===== src/rtl/instr_fetch.sv =====
// -----------------------------------------------------------------------------
// instr_fetch
//   Instruction fetch unit. Walks the program counter, issues word reads to
//   instruction memory over a req/ack handshake and buffers returned words in
//   a 2-entry queue for decode. Branch/jump targets from execute restart the
//   stream through redirect_valid/redirect_pc.
//
// Ports
//   clk            rising-edge clock
//   reset_n        asynchronous active-low reset
//   redirect_valid one-cycle pulse: flush queue, restart fetch at redirect_pc
//   redirect_pc    restart address (bits [1:0] ignored)
//   imem_req       registered read request to instruction memory
//   imem_addr      registered word-aligned read address
//   imem_ack       memory accepted the request; imem_rdata valid this cycle
//   imem_rdata     returned instruction word
//   out_valid      queue head holds an instruction
//   out_instr      queue head instruction
//   out_pc         address of out_instr
//   out_ready      decode takes the head when out_valid=1
// -----------------------------------------------------------------------------
module instr_fetch #(
    parameter int unsigned       ADDR_W   = 32,
    parameter int unsigned       DATA_W   = 32,
    parameter logic [ADDR_W-1:0] RESET_PC = '0
) (
    input  logic              clk,
    input  logic              reset_n,
    input  logic              redirect_valid,
    input  logic [ADDR_W-1:0] redirect_pc,
    output logic              imem_req,
    output logic [ADDR_W-1:0] imem_addr,
    input  logic              imem_ack,
    input  logic [DATA_W-1:0] imem_rdata,
    output logic              out_valid,
    output logic [DATA_W-1:0] out_instr,
    output logic [ADDR_W-1:0] out_pc,
    input  logic              out_ready
);

    typedef enum logic [1:0] {IDLE, FETCH, STALL, DISCARD} state_t;

    typedef struct packed {
        logic [ADDR_W-1:0] pc;
        logic [DATA_W-1:0] instr;
    } entry_t;

    localparam logic [ADDR_W-1:0] ALIGN_MASK = {{(ADDR_W-2){1'b1}}, 2'b00};
    localparam logic [ADDR_W-1:0] PC_STEP    = ADDR_W'(4);

    state_t            state;
    logic [ADDR_W-1:0] fetch_pc;    // address of the current / next request
    logic [ADDR_W-1:0] target_pc;   // redirect target held while DISCARD waits
    logic [ADDR_W-1:0] redir_pc;

    entry_t            q_mem [2];
    logic              wr_ptr;
    logic              rd_ptr;
    logic [1:0]        count;
    logic [1:0]        count_next;

    logic              acked;
    logic              push;
    logic              pop;

    assign redir_pc = redirect_pc & ALIGN_MASK;
    assign acked    = imem_req & imem_ack;

    // A redirect flushes the queue, so it suppresses both the push of
    // same-cycle ack data and the pop of the old head.
    assign push       = (state == FETCH) & acked & ~redirect_valid;
    assign pop        = (count != 2'd0) & out_ready & ~redirect_valid;
    assign count_next = count + {1'b0, push} - {1'b0, pop};

    // Head outputs come straight from queue registers.
    assign out_valid = (count != 2'd0);
    assign out_instr = q_mem[rd_ptr].instr;
    assign out_pc    = q_mem[rd_ptr].pc;

    always_ff @(posedge clk or negedge reset_n) begin
        if (!reset_n) begin
            state     <= IDLE;
            imem_req  <= 1'b0;
            imem_addr <= RESET_PC;
            fetch_pc  <= RESET_PC;
            target_pc <= RESET_PC;
            wr_ptr    <= 1'b0;
            rd_ptr    <= 1'b0;
            count     <= 2'd0;
            for (int i = 0; i < 2; i++) q_mem[i] <= '0;
        end else begin
            // ---------------- queue ----------------
            if (redirect_valid) begin
                wr_ptr <= 1'b0;
                rd_ptr <= 1'b0;
                count  <= 2'd0;
            end else begin
                if (push) begin
                    q_mem[wr_ptr] <= '{pc: fetch_pc, instr: imem_rdata};
                    wr_ptr        <= ~wr_ptr;
                end
                if (pop) rd_ptr <= ~rd_ptr;
                count <= count_next;
            end

            // ---------------- fetch control ----------------
            case (state)
                IDLE: begin
                    state    <= FETCH;
                    imem_req <= 1'b1;
                    if (redirect_valid) begin
                        fetch_pc  <= redir_pc;
                        imem_addr <= redir_pc;
                    end else begin
                        imem_addr <= fetch_pc;
                    end
                end

                FETCH: begin
                    if (imem_req && !imem_ack) begin
                        // Request in flight: it cannot be withdrawn, so a
                        // redirect has to wait for its ack in DISCARD.
                        if (redirect_valid) begin
                            target_pc <= redir_pc;
                            state     <= DISCARD;
                        end
                    end else if (redirect_valid) begin
                        fetch_pc  <= redir_pc;
                        imem_addr <= redir_pc;
                        imem_req  <= 1'b1;
                    end else if (imem_req) begin
                        // Ack: drop req for one cycle, re-issue next cycle
                        // unless the queue is now full.
                        fetch_pc <= fetch_pc + PC_STEP;
                        imem_req <= 1'b0;
                        if (count_next == 2'd2) state <= STALL;
                    end else begin
                        imem_req  <= 1'b1;
                        imem_addr <= fetch_pc;
                    end
                end

                STALL: begin
                    if (redirect_valid) begin
                        state     <= FETCH;
                        fetch_pc  <= redir_pc;
                        imem_addr <= redir_pc;
                        imem_req  <= 1'b1;
                    end else if (count_next < 2'd2) begin
                        state     <= FETCH;
                        imem_addr <= fetch_pc;
                        imem_req  <= 1'b1;
                    end
                end

                DISCARD: begin
                    if (imem_ack) begin
                        // Stale data dropped; a redirect arriving together
                        // with the ack is the newest target.
                        state    <= FETCH;
                        imem_req <= 1'b1;
                        if (redirect_valid) begin
                            fetch_pc  <= redir_pc;
                            imem_addr <= redir_pc;
                        end else begin
                            fetch_pc  <= target_pc;
                            imem_addr <= target_pc;
                        end
                    end else if (redirect_valid) begin
                        target_pc <= redir_pc;
                    end
                end

                default: state <= IDLE;
            endcase
        end
    end

endmodule

===== config.mk =====
export PLATFORM = sky130hd
export DESIGN_NAME = instr_fetch
export DESIGN_NICKNAME = d
export VERILOG_FILES = /design/src/rtl/instr_fetch.sv
export SDC_FILE = /design/constraint.sdc
export NUM_CORES = 1
export LEC_CHECK = 0
export CAP_MARGIN = 20
export CORE_ASPECT_RATIO = 1.1
export CORE_MARGIN = 2
export CORE_UTILIZATION = 50
export DETAILED_ROUTE_END_ITERATION = 12
export GPL_ROUTABILITY_DRIVEN = 0
export GPL_TIMING_DRIVEN = 0
export MAX_ROUTING_LAYER = met4
export PLACE_DENSITY = 0.8
export SLEW_MARGIN = 20
export SYNTH_ARGS = -nofsm -noshare
export SYNTH_HDL_FRONTEND = slang
export SYNTH_SLANG_ARGS = --single-unit

===== constraint.sdc =====
create_clock -name clk -period 3.03 [get_ports clk]
set_clock_uncertainty 0.15 [all_clocks]
set_input_delay 0.606 -clock clk [delete_from_list [all_inputs] [get_ports clk]]
set_output_delay 0.606 -clock clk [all_outputs]
set_load 0.02 [all_outputs]

---- After elaboration in Yosys (flattened, before gate mapping) ----
Cells that the tools add are included.
storage, ports and cells
  bits in registers ....................... 231
  input port bits ......................... 69
  output and inout port bits .............. 98
  word-level logic and storage cells ...... 101
cells by class
  add/subtract/negate cells ............... 3
  $lt $le $gt $ge ......................... 4
  eq/ne operators ......................... 14
  mux-type cells .......................... 43
  bitwise logic cells ..................... 10
  reductions and logical operators ........ 15
operators with widths
  cell                                                                      count
  32-bit two-way mux                                                        13
  64-bit two-way mux                                                        4
  128-bit bitwise mux                                                       1
  32-bit case mux with 4 select lines                                       1
  32-bit case mux with 3 select lines                                       1
  64-bit demux with 1-bit select                                            1
  32-bit case mux with 2 select lines                                       1
  32-bit by 3-bit adder with 32-bit output (second input constant)          1
  2-bit two-way mux                                                         9
  3-bit inequality test (second input constant)                             4
  1-bit two-way mux                                                         10
  3-bit AND reduction                                                       3
  2-bit case mux with 4 select lines                                        1
  2-bit nonzero test                                                        4
  2-bit == test (second input constant)                                     3
  2-bit inequality test (second input constant)                             3
  3-bit by 2-bit inequality test with 1-bit output (second input constant)  2
  6-bit AND reduction                                                       1
  1-bit AND                                                                 5
  2-bit greater-or-equal comparator (second input constant)                 2
  1-bit inverter with 2-bit output                                          2
  1-bit case mux with 4 select lines                                        1
  4-bit AND reduction                                                       1
  1-bit inverter                                                            3
  11 further kinds                                                          12

---- Logic depth before layout (Yosys ltp) ----
Gate-level depths: netlist of run 1.
  word-level depth ........................ 11
  mapped depth ............................ 15
  gate-level depth less buffers ........... 11

---- Worst setup path after synthesis of run 1 ----
OpenSTA, ideal clock, no wires.
  path type ............................... input port to flip-flop
  start ................................... input redirect_valid
  end ..................................... register imem_addr[17]
  setup time .............................. 125 ps
  arrival time ............................ 3337 ps
  data required time ...................... 2755 ps
  path slack .............................. -582 ps
  cell stages on the path ................. 13
  path buffers ............................ 5
  cell sequence ........................... buf_2 -> buf_2 -> buf_1 -> buf_1 -> nor2_1 -> ha_1 -> inv_1 -> ha_1 -> xor2_1 -> xnor2_1 -> o32ai_1 -> buf_2 -> mux2_2
between the ends
  longest elaborated chain between the ends .. 7
  elaborated cells on any way between the ends .. 16
  those cells by class .................... 2 x add/sub; 1 x order compare; 2 x eq/ne; 7 x mux; 3 x bitwise; 1 x reduce/logical
ends and longest elaborated chain
  item                                         line  RTL
  start, declared                              29    input logic redirect_valid,
  1-bit inverter (no line)                     n/a
  1-bit AND                                    71    assign push = (state == FETCH) & acked & ~redirect_valid;
  2-bit by 1-bit adder with 2-bit output       73    assign count_next = count + {1'b0, push} - {1'b0, pop};
  2-bit by 1-bit subtractor with 2-bit output  73
  2-bit less-than comparator                   149   end else if (count_next < 2'd2) begin
  3-bit inequality test (no line)              n/a
  4-bit AND reduction (no line)                n/a
  end signal, assigned                         147   imem_addr <= redir_pc;
  end signal, assigned                         151   imem_addr <= fetch_pc;
  end signal, assigned                         164   imem_addr <= redir_pc;
  end, declared                                32    output logic [ADDR_W-1:0] imem_addr,
Several ways; a longest one is shown, not always the timed one. The select of a mux whose other input is x is not followed.
A chain may end at the register's enable or synchronous reset.

---- Worst setup path after layout of run 1 ----
  start ................................... input redirect_valid
  end ..................................... register imem_addr[5]
The elaborated chain is that of the path after synthesis.

==> reports/metrics.yaml, run 1 <==
clock_network:
  worstSkewPairLatency_ps: 520
  clockBufferDepth: 3
  cts_inserted_buffers: 24
  clk_pin_slew_ps: 60
  cts_max_level: 1
  clock_sinks: 231
  root_buffer: "clkbuf_16"
  cts_tree: "yes"
floorplanning:
  die_w_um: 150
  initial_core_util: 0.510
  rows: 58
  core_um2: 22900
  ioPinCount: 167
  die_height_um: 164
  dieArea_um2: 24600
critical_path:
  end_kind: "register"
  critPathMaxFanout: 19
  rr_worst_depth: 12
  path_class: "input pin to register"
  cp.required_ps: 3290
  path_common_cell: "buf_6"
  path_cells: "clkdlybuf4s15_2 -> buf_6 -> buf_6 -> buf_6 -> nor2_1 -> ha_1 -> inv_1 -> ha_1 -> xor2_2 -> xnor2_2 -> o32ai_4 -> buf_4 -> clkbuf_4 -> o31ai_1"
  r2r-end: "imem_addr[5]$_DFFE_PN0P_"
  critPathLaunchType: "input pin"
  critPathSlowestCell: "xnor2_2"
  cp_data_arrival_time_ps: 3230
  reg2reg_slack_ps: 80
  slowest_delay_ps: 300
  r2r-start: "state[1]$_DFFE_PN0P_"
sta:
  slew_viol_final: 0
  setup_viol: 0
  rsz0062_at_grt: "true"
  worst_pin_slew_ps: 916
  fmax_mhz: 337
  period_needed_ps: 2960
  timing.slew.headroom: 0.384
  hold_violations: 0
  fin_crit_sh: 0.978
route:
  drc: 0
  drtPass1Iterations: 6
  drtIter0Drc: 1049
  wire_per_inst_um: 20.9
  vias: 9453
  drtAntennaViolNets: 0
  vias_per_cell: 5.94
  drt_wl_total_mm: 33.3
layout:
  fin_util: 0.647
  synthToLayoutAreaGrowth_pct: 26.9
  finalNetCount: 1347
  final_cell_mix: "dfrtp_1 (231), mux2_2 (222), clkdlybuf4s50_1 (121)"
  drive_gt1_frac: 0.267
  final_common_cell: "dfrtp_1"
  diodes: 0
  fin_cells: 1592
global_routing:
  use_met2: 0.430
  busiest_layer: "met2"
  grt_pass1_wl_mm: 51.4
  grt_pass1_vias: 9611
  grt_max_degree: 107
  met3_usage: 0.0450
  grt_util_met1: 0.349
  antenna_found_initial: 0
  grt_overflow_total: 0
  grt_usage: 0.274
logic_synthesis:
  synth-edff-count: 0
  synth-seq-cells: 231
  yosys_warnings: 0
  synthCells: 1078
  synth.distinct_cells: 64
  syn_area_um2: 11700
  yosysSeqAreaShare: 0.494
  syn-num-nets: 1150
  syn_area_per_cell_um2: 10.8
  async_flop_share: 1.00
  synth-main-ff-cell: "dfrtp_1"
placement:
  hpwlAfterDp_mm: 23.8
  dp_cells: 1544
  port_buffers: 164
job:
  maxCapViolCount: 0
power:
  total_power_uw: 15200
  p_leak_uw: 0.00652
  peakVddDrop_mv: 0.744
  powerDensity_nw_per_um2: 1020
status:
  outcome: "finished clean"
min_path:
  min_path_type: "register to register"
  hold_path_end: "q_mem[62]$_DFFE_PN0P_"
  hp-start: "q_mem[62]$_DFFE_PN0P_"
  holdPathStages: 2
==> layer usage <==
metal | vias to the layer above | wire (um)
li1 | 4271 | -
met3 | 130 | 2660
met2 | 543 | 15100
met1 | 4509 | 13800
met4 | 0 | 1660
met5 | - | 0
==> timing repair <==
item                       CTS  global route
setup endpoints to repair   98            71
hold buffers                 1             0
setup buffers                4             0
hold endpoints to repair    45             0
resized for setup           48            39
gates cloned                 1             0
pin swaps                    3             1
==> critical path, delay by kind of cell <==
family / cells / cell delay (ps)
AO/OA/AOI/OAI: 2 / 410
XOR/XNOR: 2 / 490
adder cells (fa/ha/maj): 2 / 480
buffers and inverters: 7 / 1140
AND/OR/NAND/NOR: 1 / 80
==> report_power, final <==
| group | leakage [uW] | total, uW | switching (uW) | internal, uW |
|---|---|---|---|---|
| sequential | 0.00279 | 5210 | 780 | 4430 |
| clock | 0.000400 | 3010 | 1210 | 1800 |
| combinational | 0.00334 | 6940 | 3670 | 3280 |
| total | 0.00652 | 15200 | 5660 | 9510 |
==> synth_stat cells (6+ instances only) <==
master	instances	area share
nor3_1	11	0.0047
nand4_1	21	0.011
dfrtp_1	231	0.49
and3_1	6	0.0032
nand3_1	26	0.011
o221ai_1	6	0.0045
mux2_2	222	0.21
nor2_1	59	0.019
nor4_1	7	0.0037
buf_1	9	0.0029
buf_2	39	0.017
clkbuf_1	39	0.013
o31ai_1	6	0.0039
mux2i_1	11	0.0094
inv_1	9	0.0029
a211oi_1	7	0.0045
o21ai_0	88	0.038
nor2b_1	14	0.0075
nand2_1	96	0.031
nand2b_1	16	0.0086
a21oi_1	58	0.025
o211ai_1	7	0.0045
==> cell families after synthesis <==
logic type / count (synthesis) / share of synthesized area
flip-flops: 231 / 0.494
buffers and inverters: 101 / 0.0378
multiplexers: 240 / 0.230
XOR/XNOR: 5 / 0.00374
AND/OR/NAND/NOR: 285 / 0.122
AO/OA/AOI/OAI: 213 / 0.109
adder cells (fa/ha/maj): 3 / 0.00321
==> area by class of cell <==
| type | count | area [um2] |
|---|---|---|
| sequential | 231 | 5780 |
| clock buffer | 33 | 706 |
| multi-input combinational | 746 | 5530 |
| timing repair buffer | 172 | 1810 |
| tap | 300 | 375 |
| buffer | 91 | 504 |
| fill | 1820 | 8090 |
| inverter | 9 | 33.8 |
| clock inverter | 10 | 109 |
==> per-stage QoR <==
step	setup WS (ps)	TNS [ps]	hold WS [ps]	cell area [um2]
global placement	-8270	-1968000	306	13800
finish	66.5	0	331	14800
CTS	-58.1	-943	336	14800
global route	-2.12	-2.12	354	14800
detailed placement	-1180	-63810	321	13800
floorplan	13.4	0	160	11700
==> worst max path at each step <==
stage / endpoint / from
5_1_grt: out_pc[6] / rd_ptr$_DFFE_PN0P_
3_3_place_gp: q_mem[73]$_DFFE_PN0P_ / reset_n
4_1_cts: out_pc[13] / rd_ptr$_DFFE_PN0P_
6_report: imem_addr[5]$_DFFE_PN0P_ / redirect_valid
2_1_floorplan: imem_addr[17]$_DFFE_PN0P_ / redirect_valid
3_5_place_dp: imem_addr[21]$_DFFE_PN0P_ / imem_ack
==> registers in the layout, summed over array words and instances (netlist names) <==
| signal | count |
|---|---|
| imem_req | 1 |
| count | 2 |
| state | 2 |
| imem_addr | 32 |
| fetch_pc | 32 |
| q_mem | 128 |
| target_pc | 32 |
| rd_ptr | 1 |
| wr_ptr | 1 |
No activity file was read; power rests on OpenSTA's default activity.
==> run 2: changes to the inputs <==
--- a/config.mk
+++ b/config.mk
@@ -6,7 +6,7 @@
 export NUM_CORES = 1
 export LEC_CHECK = 0
 export CAP_MARGIN = 20
-export CORE_ASPECT_RATIO = 1.1
+export CORE_ASPECT_RATIO = 1.4
 export CORE_MARGIN = 2
 export CORE_UTILIZATION = 50
 export DETAILED_ROUTE_END_ITERATION = 12
@@ -14,7 +14,7 @@
 export GPL_TIMING_DRIVEN = 0
 export MAX_ROUTING_LAYER = met4
 export PLACE_DENSITY = 0.8
-export SLEW_MARGIN = 20
+export SLEW_MARGIN = 25
 export SYNTH_ARGS = -nofsm -noshare
 export SYNTH_HDL_FRONTEND = slang
 export SYNTH_SLANG_ARGS = --single-unit
==> reports/metrics.yaml, run 2 (synthesis results as in run 1) <==
status:
  outcome: "finished clean"  # unchanged
route:
  vias_per_cell: 5.94  # about the same
  drtIter0Drc: 1105  # was 1049
  drt_wl_total_mm: 33.2  # was 33.3 mm
  drtAntennaViolNets: 0  # unchanged
  drtPass1Iterations: 6  # unchanged
  vias: 9456  # was 9453
  drc: 0  # unchanged
  wire_per_inst_um: 20.9  # about the same
clock_network:
  cts_max_level: 1  # unchanged
  cts_inserted_buffers: 22  # was 24
  clockBufferDepth: 3  # unchanged
  clock_sinks: 231  # unchanged
  worstSkewPairLatency_ps: 500  # was 520 ps
  clk_pin_slew_ps: 70  # was 60 ps
  root_buffer: "clkbuf_16"  # unchanged
  cts_tree: "yes"  # unchanged
sta:
  worst_hold_slack_ps: 339  # was 331 ps
  period_needed_ps: 3000  # was 2960 ps
  slew_viol_final: 0  # unchanged
  rsz0062_at_grt: "false"  # was true
  timing.slew.headroom: 0.340  # was 0.384
  fin_crit_sh: 0.989  # was 0.978
  hold_violations: 0  # unchanged
  worst_pin_slew_ps: 981  # was 916 ps
  fmax_mhz: 334  # was 337 MHz
  setup_viol: 0  # unchanged
layout:
  final_common_cell: "dfrtp_1"  # unchanged
  design_area_um2: 14800  # about the same
  fillers: 1799  # was 1820
  largest_reg_flops: 128  # unchanged
  largest-register: "q_mem"  # unchanged
  fin_util: 0.642  # was 0.647
  final_cell_mix: "dfrtp_1 (231), mux2_2 (222), clkdlybuf4s50_1 (144)"  # was dfrtp_1 (231), mux2_2 (222), clkdlybuf4s50_1 (121)
  drive_gt1_frac: 0.264  # was 0.267
  synthToLayoutAreaGrowth_pct: 26.9  # about the same
  finalNetCount: 1343  # was 1347
  fin_cells: 1592  # unchanged
  diodes: 0  # unchanged
floorplanning:
  ioPinCount: 167  # unchanged
  initial_core_util: 0.506  # was 0.510
  die_height_um: 185  # was 164 um
  die_w_um: 133  # was 150 um
  rows: 66  # was 58
  dieArea_um2: 24600  # about the same
  core_um2: 23100  # was 22900 um2
power:
  p_comb_frac: 0.460  # was 0.458
  switchingPower_uw: 5600  # was 5660 uW
  seqPwrFrac: 0.341  # was 0.344
  switching_share: 0.366  # was 0.373
  powerDensity_nw_per_um2: 1030  # was 1020 nW/um2
  peakVddDrop_mv: 0.535  # was 0.744 mV
  pwr-share-clk: 0.199  # was 0.198
  p_leak_uw: 0.00635  # was 0.00652 uW
  p_int_uw: 9680  # was 9510 uW
global_routing:
  grt_usage: 0.273  # was 0.274
  grt_pass1_wl_mm: 51.3  # was 51.4 mm
  grt_overflow_total: 0  # unchanged
  grt_pass1_vias: 9438  # was 9611
  grt_max_degree: 98  # was 107
  antenna_found_initial: 0  # unchanged
job:
  maxCapViolCount: 0  # unchanged
critical_path:
  cp_data_arrival_time_ps: 3240  # was 3230 ps
  critPathLaunchType: "input pin"  # unchanged
  critPathSlowestCell: "mux2_2"  # was xnor2_2
  path_cells: "clkdlybuf4s15_2 -> buf_8 -> buf_6 -> nor2_1 -> ha_1 -> inv_1 -> ha_1 -> xor2_2 -> xnor2_2 -> o32ai_4 -> buf_6 -> mux2_2"  # was clkdlybuf4s15_2 -> buf_6 -> buf_6 -> buf_6 -> nor2_1 -> ha_1 -> inv_1 -> ha_1 -> xor2_2 -> xnor2_2 -> o32ai_4 -> buf_4 -> clkbuf_4 -> o31ai_1
  end_kind: "register"  # unchanged
  reg2reg_slack_ps: 80  # about the same
  critPathMaxFanout: 28  # was 19
  slowest_delay_ps: 350  # was 300 ps
  cp.required_ps: 3270  # was 3290 ps
  path_class: "input pin to register"  # unchanged
placement:
  placed_area_um2: 13800  # about the same
  port_buffers: 164  # unchanged
  dp_cells: 1550  # was 1544
  hpwlAfterDp_mm: 24.0  # was 23.8 mm
min_path:
  min_path_type: "register to register"  # unchanged
## run 2: changes by cell type in the layout (fill, tap and decap cells not counted), moves of 4 or more
cell | previous run | this run
dlygate4sd2_1 | 12 | 1
clkbuf_4 | 1 | 5
clkdlybuf4s50_1 | 121 | 144
buf_6 | 10 | 6
dlymetal6s2s_1 | 29 | 17
buf_4 | 11 | 6
## run 2: per-stage QoR
step                setup WS, ps  total power, uW  setup TNS (ps)
finish                      33.0            15300               0
floorplan                   13.4             9350               0
global route               0.565            16100               0
global placement           -8140            11900        -1939470
CTS                         2.98            15300               0
detailed placement         -1220            12100          -67930
## run 2: final cells by class
class	count	area (um2)	area share
buffer	90	503	0.0339
clock inverter	11	190	0.0128
clock buffer	28	624	0.0421
multi-input combinational	746	5530	0.373
inverter	9	33.8	0.00228
timing repair buffer	171	1790	0.121
sequential	231	5780	0.390
tap	306	383	0.0258
## run 2: layer usage
layer | routed length, um | GRT usage | up-vias | share of wire
li1 | - | - | 4263 | -
met1 | 12700 | 0.320 | 4466 | 0.38
met2 | 15700 | 0.447 | 565 | 0.47
met3 | 2450 | 0.0353 | 162 | 0.074
met4 | 2380 | 0.172 | 0 | 0.071
met5 | 0 | - | - | 0
## run 2: final timing paths
| kind | depth (start not counted) | from | endpoint |
|---|---|---|---|
| max reg2reg | 11 | count[1]$_DFF_PN0_ | imem_addr[24]$_DFFE_PN0P_ |
| min reg2reg | 1 | q_mem[64]$_DFFE_PN0P_ | q_mem[64]$_DFFE_PN0P_ |
| min | 1 | q_mem[64]$_DFFE_PN0P_ | q_mem[64]$_DFFE_PN0P_ |
| min in group asynchronous | 2 | reset_n | imem_addr[1]$_DFFE_PN0P_ |
| max in group asynchronous | 4 | reset_n | q_mem[125]$_DFFE_PN0P_ |
| max | 12 | redirect_valid | imem_addr[24]$_DFFE_PN0P_ |
## run 2: timing repair
action                                 4_1_cts  5_1_grt
setup endpoints to repair                   98       44
pin swaps                                    3        1
gates cloned                                 1        0
gates resized for setup                     39       24
hold buffers                                 1        0
endpoints found under the hold margin       63        0
buffers inserted                             2        1
## run 2: worst max-delay path, delay by kind of cell
family / cells / cell delay, ps
adders and majority gates: 2 / 480
muxes: 1 / 350
AOI/OAI and AO/OA: 1 / 340
and+or+nand+nor: 1 / 100
buffers and inverters: 5 / 970
xor gates and xnor gates: 2 / 380
## run 2: power groups by stage
stage	clock network, uW	registers (uW)	logic, uW
after global routing	3250	5370	7480
after detailed placement	0	5220	6840
final	3050	5210	7030
after CTS	3110	5190	6990
after floorplan	0	5250	4100
after global placement	0	5160	6710
==> run 3: changes to the inputs <==
--- a/config.mk
+++ b/config.mk
@@ -5,6 +5,7 @@
 export SDC_FILE = /design/constraint.sdc
 export NUM_CORES = 1
 export LEC_CHECK = 0
+export ABC_AREA = 1
 export CAP_MARGIN = 20
 export CORE_ASPECT_RATIO = 1.4
 export CORE_MARGIN = 2
@@ -14,6 +15,7 @@
 export GPL_TIMING_DRIVEN = 0
 export MAX_ROUTING_LAYER = met4
 export PLACE_DENSITY = 0.8
+export SKIP_CTS_REPAIR_TIMING = 1
 export SLEW_MARGIN = 25
 export SYNTH_ARGS = -nofsm -noshare
 export SYNTH_HDL_FRONTEND = slang
==> reports/metrics.yaml, run 3 <==
clock_network:
  clock_sinks: 231  # unchanged
  root_buffer: "clkbuf_16"  # unchanged
  cts_tree: "yes"  # unchanged
  cts_max_level: 1  # unchanged
  worstSkewPairLatency_ps: 510  # was 500 ps
  clk_pin_slew_ps: 70  # about the same
  clockBufferDepth: 3  # unchanged
  cts_inserted_buffers: 22  # unchanged
logic_synthesis:
  synth_top_cell_area_share: 0.492  # was 0.494
  synthTopCellsByCount: "nand2_1 (600), o21ai_0 (269), dfrtp_1 (231), inv_1 (138), nor2_1 (77)"  # was dfrtp_1 (231), mux2_2 (222), nand2_1 (96), o21ai_0 (88), nor2_1 (59)
  syn-num-nets: 1643  # was 1150
  synth.distinct_cells: 37  # was 64
  synth-edff-count: 0  # unchanged
  synth_area_leaders: "dfrtp_1 (49%), nand2_1 (19%), o21ai_0 (11%)"  # was dfrtp_1 (49%), mux2_2 (21%), o21ai_0 (3.8%)
  yosys_warnings: 0  # unchanged
  synth-seq-cells: 231  # unchanged
  syn_area_per_cell_um2: 7.47  # was 10.8 um2
  yosysTopAreaCell: "dfrtp_1"  # unchanged
  yosysSeqAreaShare: 0.492  # was 0.494
  synth-main-ff-cell: "dfrtp_1"  # unchanged
  synthCells: 1571  # was 1078
  async_flop_share: 1.00  # unchanged
  synth_most_common_cell: "nand2_1"  # was dfrtp_1
  syn_area_um2: 11700  # about the same
power:
  p_leak_uw: 0.00746  # was 0.00635 uW
  powerDensity_nw_per_um2: 1080  # was 1030 nW/um2
  peakVddDrop_mv: 0.727  # was 0.535 mV
layout:
  largest_reg_flops: 128  # unchanged
  regArea_um2: 5780  # unchanged
  drive_gt1_frac: 0.0701  # was 0.264
  design_area_um2: 14700  # was 14800 um2
  final_cell_mix: "nand2_1 (600), o21ai_0 (269), dfrtp_1 (231)"  # was dfrtp_1 (231), mux2_2 (222), clkdlybuf4s50_1 (144)
  fin_util: 0.636  # was 0.642
  multi_input_area_um2: 4970  # was 5530 um2
  fillers: 2039  # was 1799
  fin_cells: 2088  # was 1592
  diodes: 0  # unchanged
  finalNetCount: 1839  # was 1343
  final_common_cell: "nand2_1"  # was dfrtp_1
  synthToLayoutAreaGrowth_pct: 25.4  # was 26.9%
  largest-register: "q_mem"  # unchanged
global_routing:
  grt_overflow_total: 0  # unchanged
  grt_pass1_vias: 10956  # was 9438
  grt_usage: 0.296  # was 0.273
  grt_pass1_wl_mm: 56.6  # was 51.3 mm
  antenna_found_initial: 0  # unchanged
  grt_max_degree: 88  # was 98
sta:
  slew_viol_final: 0  # unchanged
  fin_crit_sh: 0.971  # was 0.989
  tns_ps: 0  # unchanged
  period_needed_ps: 2940  # was 3000 ps
  worst_pin_slew_ps: 670  # was 981 ps
  timing.slew.headroom: 0.554  # was 0.340
  fmax_mhz: 340  # was 334 MHz
  setup_viol: 0  # unchanged
  hold_violations: 0  # unchanged
  fin_ws_ps: 87.7  # was 33.0 ps
floorplanning:
  ioPinCount: 167  # unchanged
  dieArea_um2: 24700  # was 24600 um2
  initial_core_util: 0.508  # was 0.506
  die_height_um: 185  # about the same
  core_um2: 23100  # unchanged
  die_w_um: 133  # about the same
  rows: 66  # unchanged
route:
  drc: 0  # unchanged
  vias_per_cell: 5.50  # was 5.94
  drt_wl_total_mm: 36.0  # was 33.2 mm
  drtAntennaViolNets: 0  # unchanged
  wire_per_inst_um: 17.2  # was 20.9 um
  drtPass1Iterations: 6  # unchanged
  vias: 11476  # was 9456
  drtIter0Drc: 1039  # was 1105
placement:
  placed_area_um2: 13800  # about the same
  dp_slack_ps: -779  # was -1220 ps
  hpwlAfterDp_mm: 26.4  # was 24.0 mm
  port_buffers: 164  # unchanged
  dp_cells: 2043  # was 1550
critical_path:
  cp.required_ps: 2270  # was 3270 ps
  path_class: "register to primary output"  # was input pin to register
  critPathLaunchType: "register"  # was input pin
  cp_data_arrival_time_ps: 2190  # was 3240 ps
  critPathMaxFanout: 10  # was 28
  end_kind: "primary output"  # was register
min_path:
  min_path_type: "register to register"  # unchanged
job:
  maxCapViolCount: 0  # unchanged
status:
  outcome: "finished clean"  # unchanged
-- run 3: worst paths after layout --
kind / from / endpoint / slack [ps] / cells past startpoint
setup / recovery: rd_ptr$_DFFE_PN0P_ / out_instr[16] / 90 / 6
hold / removal: imem_addr[15]$_DFFE_PN0P_ / imem_addr[15]$_DFFE_PN0P_ / 330 / 2
setup reg to reg: state[0]$_DFFE_PN0P_ / imem_addr[13]$_DFFE_PN0P_ / 120 / 15
hold reg to reg: imem_addr[15]$_DFFE_PN0P_ / imem_addr[15]$_DFFE_PN0P_ / 330 / 2
max in group asynchronous: reset_n / q_mem[78]$_DFFE_PN0P_ / 1090 / 4
min in group asynchronous: reset_n / imem_addr[13]$_DFFE_PN0P_ / 460 / 2
-- run 3: cell type report --
| class | count | share of cell area |
|---|---|---|
| sequential | 231 | 0.393 |
| multi-input combinational | 1109 | 0.338 |
| timing repair buffer | 171 | 0.122 |
| clock buffer | 30 | 0.0436 |
| inverter | 141 | 0.0363 |
| buffer | 91 | 0.0361 |
| tap | 306 | 0.0260 |
| clock inverter | 9 | 0.00519 |
-- run 3: where the power goes --
part / switching, uW / total [uW] / internal [uW]
Sequential: 849 / 5320 / 4470
Combinational: 4850 / 7760 / 2920
Clock: 1200 / 2770 / 1570
Total: 6890 / 15900 / 8960
-- run 3: cell families (layout without fill, tap and decap cells) --
| logic type | count (synthesis) | after routing | share of synthesized area |
|---|---|---|---|
| adder cells (fa/ha/maj) | 3 | 3 | 0.00320 |
| buffers and inverters | 232 | 442 | 0.0860 |
| flip-flops | 231 | 231 | 0.492 |
| AO/OA/AOI/OAI | 336 | 336 | 0.153 |
| AND/OR/NAND/NOR | 766 | 767 | 0.263 |
| XOR/XNOR | 3 | 3 | 0.00224 |
-- run 3: worst max-delay path: stages (launching register included) --
cell and delay [ps]:
dfrtp_1 370, inv_1 90, clkbuf_4 230, clkbuf_4 230
nand2_1 70, nand2_1 80, clkdlybuf4s50_1 610
-- run 3: per-stage QoR --
stage	total power, uW	hold WS (ps)
final	15900	327
after global placement	12700	305
after detailed placement	12900	308
after CTS	15700	-111
after global routing	16900	346
after floorplan	9890	160
-- run 3: layer usage --
layer,vias to the layer above,global-route usage,part of all wire
met5,-,-,0
met4,0,0.143,0.052
met3,140,0.0372,0.075
met2,607,0.500,0.49
met1,5296,0.351,0.38
li1,5433,-,-
